===== config.mk =====
export PLATFORM = sky130hd
export DESIGN_NAME = instr_encoder
export DESIGN_NICKNAME = d
export VERILOG_FILES = /design/src/rtl/isa_pkg.sv /design/src/rtl/instr_pack.sv /design/src/rtl/instr_encoder.sv
export SDC_FILE = /design/constraint.sdc
export NUM_CORES = 1
export LEC_CHECK = 0
export BUFFER_PORTS_ARGS = -buffer_cell sky130_fd_sc_hd__buf_2
export CORE_ASPECT_RATIO = 1.25
export CORE_MARGIN = 2
export CORE_UTILIZATION = 40
export DETAILED_ROUTE_END_ITERATION = 8
export PLACE_DENSITY = 0.69
export SYNTH_ARGS = -nofsm -noshare
export SYNTH_HDL_FRONTEND = slang
export SYNTH_SLANG_ARGS = --single-unit

===== constraint.sdc =====
create_clock -name clock -period 4.9 [get_ports clock]
set_input_delay 0.245 -clock clock [delete_from_list [all_inputs] [get_ports clock]]
set_output_delay 0.245 -clock clock [all_outputs]
set_load 0.01 [all_outputs]

===== src/rtl/isa_pkg.sv =====
// ISA constants shared by the instruction encoder and the control decoder:
// instruction formats, supported opcodes and the encoder state encoding.
package isa_pkg;

   typedef enum logic [1:0] {
      FMT_R    = 2'd0,
      FMT_I    = 2'd1,
      FMT_J    = 2'd2,
      FMT_RSVD = 2'd3
   } fmt_e;

   localparam logic [5:0] OP_RTYPE = 6'h00;
   localparam logic [5:0] OP_J     = 6'h02;
   localparam logic [5:0] OP_JAL   = 6'h03;
   localparam logic [5:0] OP_BEQ   = 6'h04;
   localparam logic [5:0] OP_BNE   = 6'h05;
   localparam logic [5:0] OP_ADDI  = 6'h08;
   localparam logic [5:0] OP_SLTI  = 6'h0A;
   localparam logic [5:0] OP_SLTIU = 6'h0B;
   localparam logic [5:0] OP_ANDI  = 6'h0C;
   localparam logic [5:0] OP_ORI   = 6'h0D;
   localparam logic [5:0] OP_XORI  = 6'h0E;
   localparam logic [5:0] OP_LUI   = 6'h0F;
   localparam logic [5:0] OP_LW    = 6'h23;
   localparam logic [5:0] OP_SW    = 6'h2B;

   typedef enum logic [1:0] {
      S_IDLE,
      S_RUN,
      S_FULL
   } state_e;

endpackage


===== src/rtl/instr_pack.sv =====
// Combinational packing of instruction fields into a 32-bit MIPS word, plus
// a flag saying whether the opcode is one the control decoder supports.
module instr_pack
   import isa_pkg::*;
(
   input  logic [1:0]  fmt,
   input  logic [5:0]  opcode,
   input  logic [4:0]  rs,
   input  logic [4:0]  rt,
   input  logic [4:0]  rd,
   input  logic [4:0]  shamt,
   input  logic [5:0]  funct,
   input  logic [15:0] imm,
   input  logic [25:0] target,
   output logic [31:0] word,
   output logic        legal
);

   always_comb begin
      // NOTE: every output gets a default first so no path through the case infers a latch.
      word  = 32'h0;
      legal = 1'b0;
      case (fmt_e'(fmt))
         FMT_R: begin
            word  = {OP_RTYPE, rs, rt, rd, shamt, funct};
            legal = (opcode == OP_RTYPE);
         end
         FMT_I: begin
            word  = {opcode, rs, rt, imm};
            legal = opcode inside {OP_BEQ, OP_BNE, OP_ADDI, OP_SLTI, OP_SLTIU, OP_ANDI,
                                   OP_ORI, OP_XORI, OP_LUI, OP_LW, OP_SW};
         end
         FMT_J: begin
            word  = {opcode, target};
            legal = opcode inside {OP_J, OP_JAL};
         end
         default: ;
      endcase
   end

endmodule


===== src/rtl/instr_encoder.sv =====
// Accepts instruction field bundles over valid/ready, encodes legal ones and
// writes them sequentially into instruction memory; illegal bundles are dropped.
module instr_encoder
   import isa_pkg::*;
#(
   parameter int ADDR_W    = 8,
   parameter int DEPTH     = 256,
   parameter int BASE_ADDR = 0
) (
   input  logic              clock,
   input  logic              reset,
   input  logic              start,
   input  logic              stop,
   input  logic              in_valid,
   output logic              in_ready,
   input  logic [1:0]        fmt,
   input  logic [5:0]        opcode,
   input  logic [4:0]        rs,
   input  logic [4:0]        rt,
   input  logic [4:0]        rd,
   input  logic [4:0]        shamt,
   input  logic [5:0]        funct,
   input  logic [15:0]       imm,
   input  logic [25:0]       target,
   output logic              imem_we,
   output logic [ADDR_W-1:0] imem_addr,
   output logic [31:0]       imem_wdata,
   output logic [ADDR_W:0]   word_count,
   output logic              illegal,
   output logic              full
);

   localparam logic [ADDR_W:0]   DEPTH_C = (ADDR_W+1)'(DEPTH);
   localparam logic [ADDR_W:0]   CNT_ONE = (ADDR_W+1)'(1);
   localparam logic [ADDR_W-1:0] ADR_ONE = ADDR_W'(1);
   localparam logic [ADDR_W-1:0] BASE_C  = ADDR_W'(BASE_ADDR);

   state_e              state_q, state_d;
   logic [ADDR_W-1:0]   addr_q, addr_d;
   logic [ADDR_W:0]     count_q, count_d;
   logic                illegal_q, illegal_d;
   logic                we_q, we_d;
   logic [31:0]         wdata_q, wdata_d;

   logic [31:0]         pack_word;
   logic                pack_legal;
   logic                accept;
   logic [ADDR_W:0]     words_before;
   logic                last_word;

   instr_pack u_pack (
      .fmt    (fmt),
      .opcode (opcode),
      .rs     (rs),
      .rt     (rt),
      .rd     (rd),
      .shamt  (shamt),
      .funct  (funct),
      .imm    (imm),
      .target (target),
      .word   (pack_word),
      .legal  (pack_legal)
   );

   always_comb begin
      accept       = in_valid & (state_q == S_RUN);
      // Words already accepted, counting a write still in flight this cycle.
      words_before = start ? '0 : count_q + {{ADDR_W{1'b0}}, we_q};
      last_word    = accept & pack_legal & ((words_before + CNT_ONE) == DEPTH_C);

      state_d   = state_q;
      addr_d    = addr_q;
      count_d   = count_q;
      illegal_d = illegal_q | (accept & ~pack_legal);
      we_d      = accept & pack_legal;
      wdata_d   = we_d ? pack_word : wdata_q;

      if (we_q) begin
         count_d = count_q + CNT_ONE;
         if (count_q != DEPTH_C - CNT_ONE) addr_d = addr_q + ADR_ONE;
      end

      case (state_q)
         S_RUN: begin
            if (stop)           state_d = S_IDLE;
            else if (last_word) state_d = S_FULL;
         end
         S_FULL: if (stop) state_d = S_IDLE;
         default: ;
      endcase

      // An in-flight write still lands at the old address; start only rewinds afterwards.
      if (start) begin
         state_d   = last_word ? S_FULL : S_RUN;
         addr_d    = BASE_C;
         count_d   = '0;
         illegal_d = 1'b0;
      end
   end

   always_ff @(posedge clock) begin
      // NOTE: sequential state uses non-blocking assignments so all flops update together.
      if (reset) begin
         state_q   <= S_IDLE;
         addr_q    <= '0;
         count_q   <= '0;
         illegal_q <= 1'b0;
         we_q      <= 1'b0;
         wdata_q   <= 32'h0;
      end else begin
         state_q   <= state_d;
         addr_q    <= addr_d;
         count_q   <= count_d;
         illegal_q <= illegal_d;
         we_q      <= we_d;
         wdata_q   <= wdata_d;
      end
   end

   assign in_ready   = (state_q == S_RUN);
   assign full       = (state_q == S_FULL);
   assign imem_we    = we_q;
   assign imem_addr  = addr_q;
   assign imem_wdata = wdata_q;
   assign word_count = count_q;
   assign illegal    = illegal_q;

endmodule


==> impl_metrics.env <==
export IMPL_run_status="completed"
export IMPL_synthesis_instances=322
export IMPL_worst_path_max_fanout=34
export IMPL_power_static_leakage_nw=1.59
export IMPL_fp_dieH_um=97.0
export IMPL_via_count=2684
export IMPL_drt_wl_total_um=7300
export IMPL_detailed_place_hpwl_um=5500
export IMPL_grt_overflow_total=0
export IMPL_final_layout_size_suffix_gt1_share_pct=35.3
export IMPL_setup_viol=0
export IMPL_critPathTopFamily="compound AO/OA/AOI/OAI gates"
export IMPL_dr_wl_met2_um=3570
export IMPL_dr_wl_met3_um=523
export IMPL_async_reset_ff_share_pct=0
export IMPL_ff_latch_count_synth=53
export IMPL_cts_root_buffer_cell="sky130_fd_sc_hd__clkbuf_8"
export IMPL_max_freq_mhz=410
export IMPL_antenna_diode_count=0
export IMPL_grt_start_max_net_pins=37
export IMPL_route_top_layer_used="met4"
export IMPL_boundaryPins=134
export IMPL_path_buf_inv=1
export IMPL_finClkSkew_ns=0.00650
export IMPL_setup_tns_ns=0
export IMPL_floorplan_initialDensity_pct=41.7
export IMPL_postSynthAreaPerCell_um2=8.60
export IMPL_ctsHoldBuffers=0
export IMPL_clock_insertion_delay_worst_skew_ns=0.30
export IMPL_areaGrowthSynthToFinish_pct=26.1
export IMPL_rows=33
export IMPL_cts_reportedPaths_clkPinSlew_ns=0.09
export IMPL_place_port_buffers=133
export IMPL_worst_pin_slew_ns=1.17
export IMPL_start_kind="input port"
export IMPL_mappedNetlistArea_um2=2770
export IMPL_yosys_warnings=0
export IMPL_timing_critical_path_cells="buf_2 -> nor2b_1 -> and3_1 -> o22a_1 -> nand2_1 -> o41ai_2"
export IMPL_yosysUniqueCellTypes=42
export IMPL_grt_util_all_layers_pct=18.9
export IMPL_final_cells=523
export IMPL_cts_htree_levels=2
export IMPL_design_final_nets=521
export IMPL_critical_path_max_stage_delay_ns=0.91
export IMPL_tritoncts="done"
export IMPL_synth_yosys_seq_area_share_pct=38.3
export IMPL_rsz0062_at_grt="no"
export IMPL_dp_cells=515
export IMPL_core_area_um2=6650
export IMPL_endpoint_kind_of_the_worst_setup_timing_path="flip-flop"
export IMPL_max_slew_margin_vs_limit_pct=22.1
export IMPL_final_period_utilization_pct=49.8
export IMPL_synth_edff_count=0
export IMPL_globalplace_congestion=0.815
export IMPL_clock_sinks=53
export IMPL_final_hold_fails=0
export IMPL_power_density_nw_per_um2=232
export IMPL_die_area_um2=7610
export IMPL_detailedRoute_firstIterationViolations=94
export IMPL_wl_met1_um=3120
export IMPL_avgViaCountPerCell=5.13
export IMPL_hold_path_class="in2reg"
export IMPL_number_of_remaining_drc_errors=0
export IMPL_synthFlopType="sky130_fd_sc_hd__dfxtp_1"
export IMPL_detail_route_first_pass_iterations=4
export IMPL_grt_pass1_vias=2540
export IMPL_critical_path_class="in2reg"
export IMPL_slew_viol_final=0
export IMPL_critical_path_arrival_ns=2.65
export IMPL_route_antenna_remaining_nets=0
export IMPL_cpMaxStageDelayCell="sky130_fd_sc_hd__o22a_1"
export IMPL_post_cts_setup_buffer_count=0
export IMPL_cp_data_required_time_ns=5.11
export IMPL_global_route_wire_length_before_repair_um=11600
export IMPL_post_cts_resized=0
export IMPL_finalWorstPathRequiredPeriod_ns=2.44
export IMPL_cts_inserted_buffers=5
export IMPL_route_detailed_wl_per_inst_um=14.0
export IMPL_maxcap_viol_count=0
export IMPL_synth_net_count=408
export IMPL_fp_dieW_um=78.4
export IMPL_irDropWorstVdd_v=0.000101
export IMPL_antenna_found_initial=0
export IMPL_cts_root_to_sink_buffers=2
==> cells in the final DEF, fill, tap and decap left out, types with 2 or more instances in the layout <==
cell / synthesis / layout
sky130_fd_sc_hd__mux2i_1: 19 / 19
sky130_fd_sc_hd__a211oi_1: 27 / 27
sky130_fd_sc_hd__and3_1: 5 / 5
sky130_fd_sc_hd__o21a_1: 2 / 2
sky130_fd_sc_hd__nand3_1: 3 / 3
sky130_fd_sc_hd__buf_2: 6 / 133
sky130_fd_sc_hd__nand4_1: 7 / 7
sky130_fd_sc_hd__a21oi_1: 61 / 61
sky130_fd_sc_hd__nor2b_1: 16 / 15
sky130_fd_sc_hd__inv_1: 3 / 3
sky130_fd_sc_hd__clkbuf_8: 0 / 7
sky130_fd_sc_hd__nor2_1: 38 / 38
sky130_fd_sc_hd__dfxtp_1: 53 / 53
sky130_fd_sc_hd__xnor2_1: 5 / 5
sky130_fd_sc_hd__ha_1: 5 / 5
sky130_fd_sc_hd__nand2_1: 11 / 11
sky130_fd_sc_hd__a31oi_1: 2 / 2
sky130_fd_sc_hd__xor2_1: 10 / 10
sky130_fd_sc_hd__or2_2: 2 / 2
sky130_fd_sc_hd__o21ai_1: 5 / 5
==> layer usage <==
metal | global-route usage, % | up-vias
met2 | 32.5 | 100
li1 | - | 1374
met5 | 0 | -
met4 | 4.59 | 0
met1 | 23.0 | 1201
met3 | 5.41 | 9
==> worst paths after layout <==
check | startpoint | endpoint | slack [ns] | cells past startpoint
worst max-delay path | fmt[0] | state_q[1]$_SDFFE_PP0P_ | 2.46 | 6
worst min-delay path | opcode[0] | imem_wdata[26]$_SDFFE_PP0P_ | 0.22 | 3
worst max register to register | state_q[0]$_SDFFE_PP0P_ | state_q[1]$_SDFFE_PP0P_ | 2.59 | 5
worst min register to register | illegal$_SDFF_PP0_ | illegal$_SDFF_PP0_ | 0.47 | 1
==> state kept, by name (all words and copies together), names as in the netlist <==
register / cells
imem_addr: 8
illegal: 1
state_q: 2
imem_wdata: 32
imem_we: 1
word_count: 9
==> cell type report <==
class / count / area [um^2]
multi-input cells: 238 / 1540
clock buffers: 7 / 96.3
fillers: 657 / 3150
repair buffers: 133 / 666
well taps: 87 / 109
clock inverters: 1 / 5.00
inverters: 4 / 15.0
flip-flops and latches: 53 / 1060
==> Yosys cell counts (3+ instances only) <==
library cell	n	area [um^2]
sky130_fd_sc_hd__a211oi_1	27	203
sky130_fd_sc_hd__buf_2	6	30.0
sky130_fd_sc_hd__nand4_1	7	43.8
sky130_fd_sc_hd__o21ai_1	5	25.0
sky130_fd_sc_hd__mux2i_1	19	190
sky130_fd_sc_hd__buf_6	4	45.0
sky130_fd_sc_hd__xnor2_1	5	43.8
sky130_fd_sc_hd__inv_1	3	11.3
sky130_fd_sc_hd__buf_4	6	45.0
sky130_fd_sc_hd__ha_1	5	62.6
sky130_fd_sc_hd__nor2_1	38	143
sky130_fd_sc_hd__a21oi_1	61	305
sky130_fd_sc_hd__nor2b_1	16	100
sky130_fd_sc_hd__nand2_1	11	41.3
sky130_fd_sc_hd__dfxtp_1	53	1060
sky130_fd_sc_hd__xor2_1	10	87.6
sky130_fd_sc_hd__clkbuf_1	11	41.3
sky130_fd_sc_hd__and3_1	5	31.3
sky130_fd_sc_hd__nand3_1	3	15.0
==> per-stage QoR <==
step,util [%],hold slack (ns),setup slack [ns],area [um^2],power (mW)
after floorplan,-,0.399,3.02,2770,0.512
after global placement,51.0,0.449,2.24,3390,0.555
after detailed placement,51.0,0.455,2.15,3390,0.556
after CTS,52.6,0.208,2.46,3490,0.819
after global routing,52.6,0.229,2.22,3490,0.850
final,52.6,0.222,2.46,3490,0.809
==> power by group <==
part / internal (mW) / switching [mW] / leakage, nW
clock network: 0.128 / 0.136 / 0.0542
logic: 0.0475 / 0.0628 / 1.11
registers: 0.433 / 0.00194 / 0.427
total: 0.609 / 0.201 / 1.59
==> tightest hold or removal path, stage by stage <==
cell,delay (ns)
sky130_fd_sc_hd__buf_2,0.11
sky130_fd_sc_hd__nand4_1,0.07
sky130_fd_sc_hd__a21oi_1,0.06
==> logic make-up after synthesis <==
logic type | Yosys count | share of synthesized area, %
multiplexers | 19 | 6.87
buffers and inverters | 31 | 6.37
XOR/XNOR | 15 | 4.74
AND/OR/NAND/NOR | 95 | 18.8
flip-flops | 53 | 38.3
AO/OA/AOI/OAI | 104 | 22.6
adder cells (fa/ha/maj) | 5 | 2.26
Power figures use the tool's default switching activity.
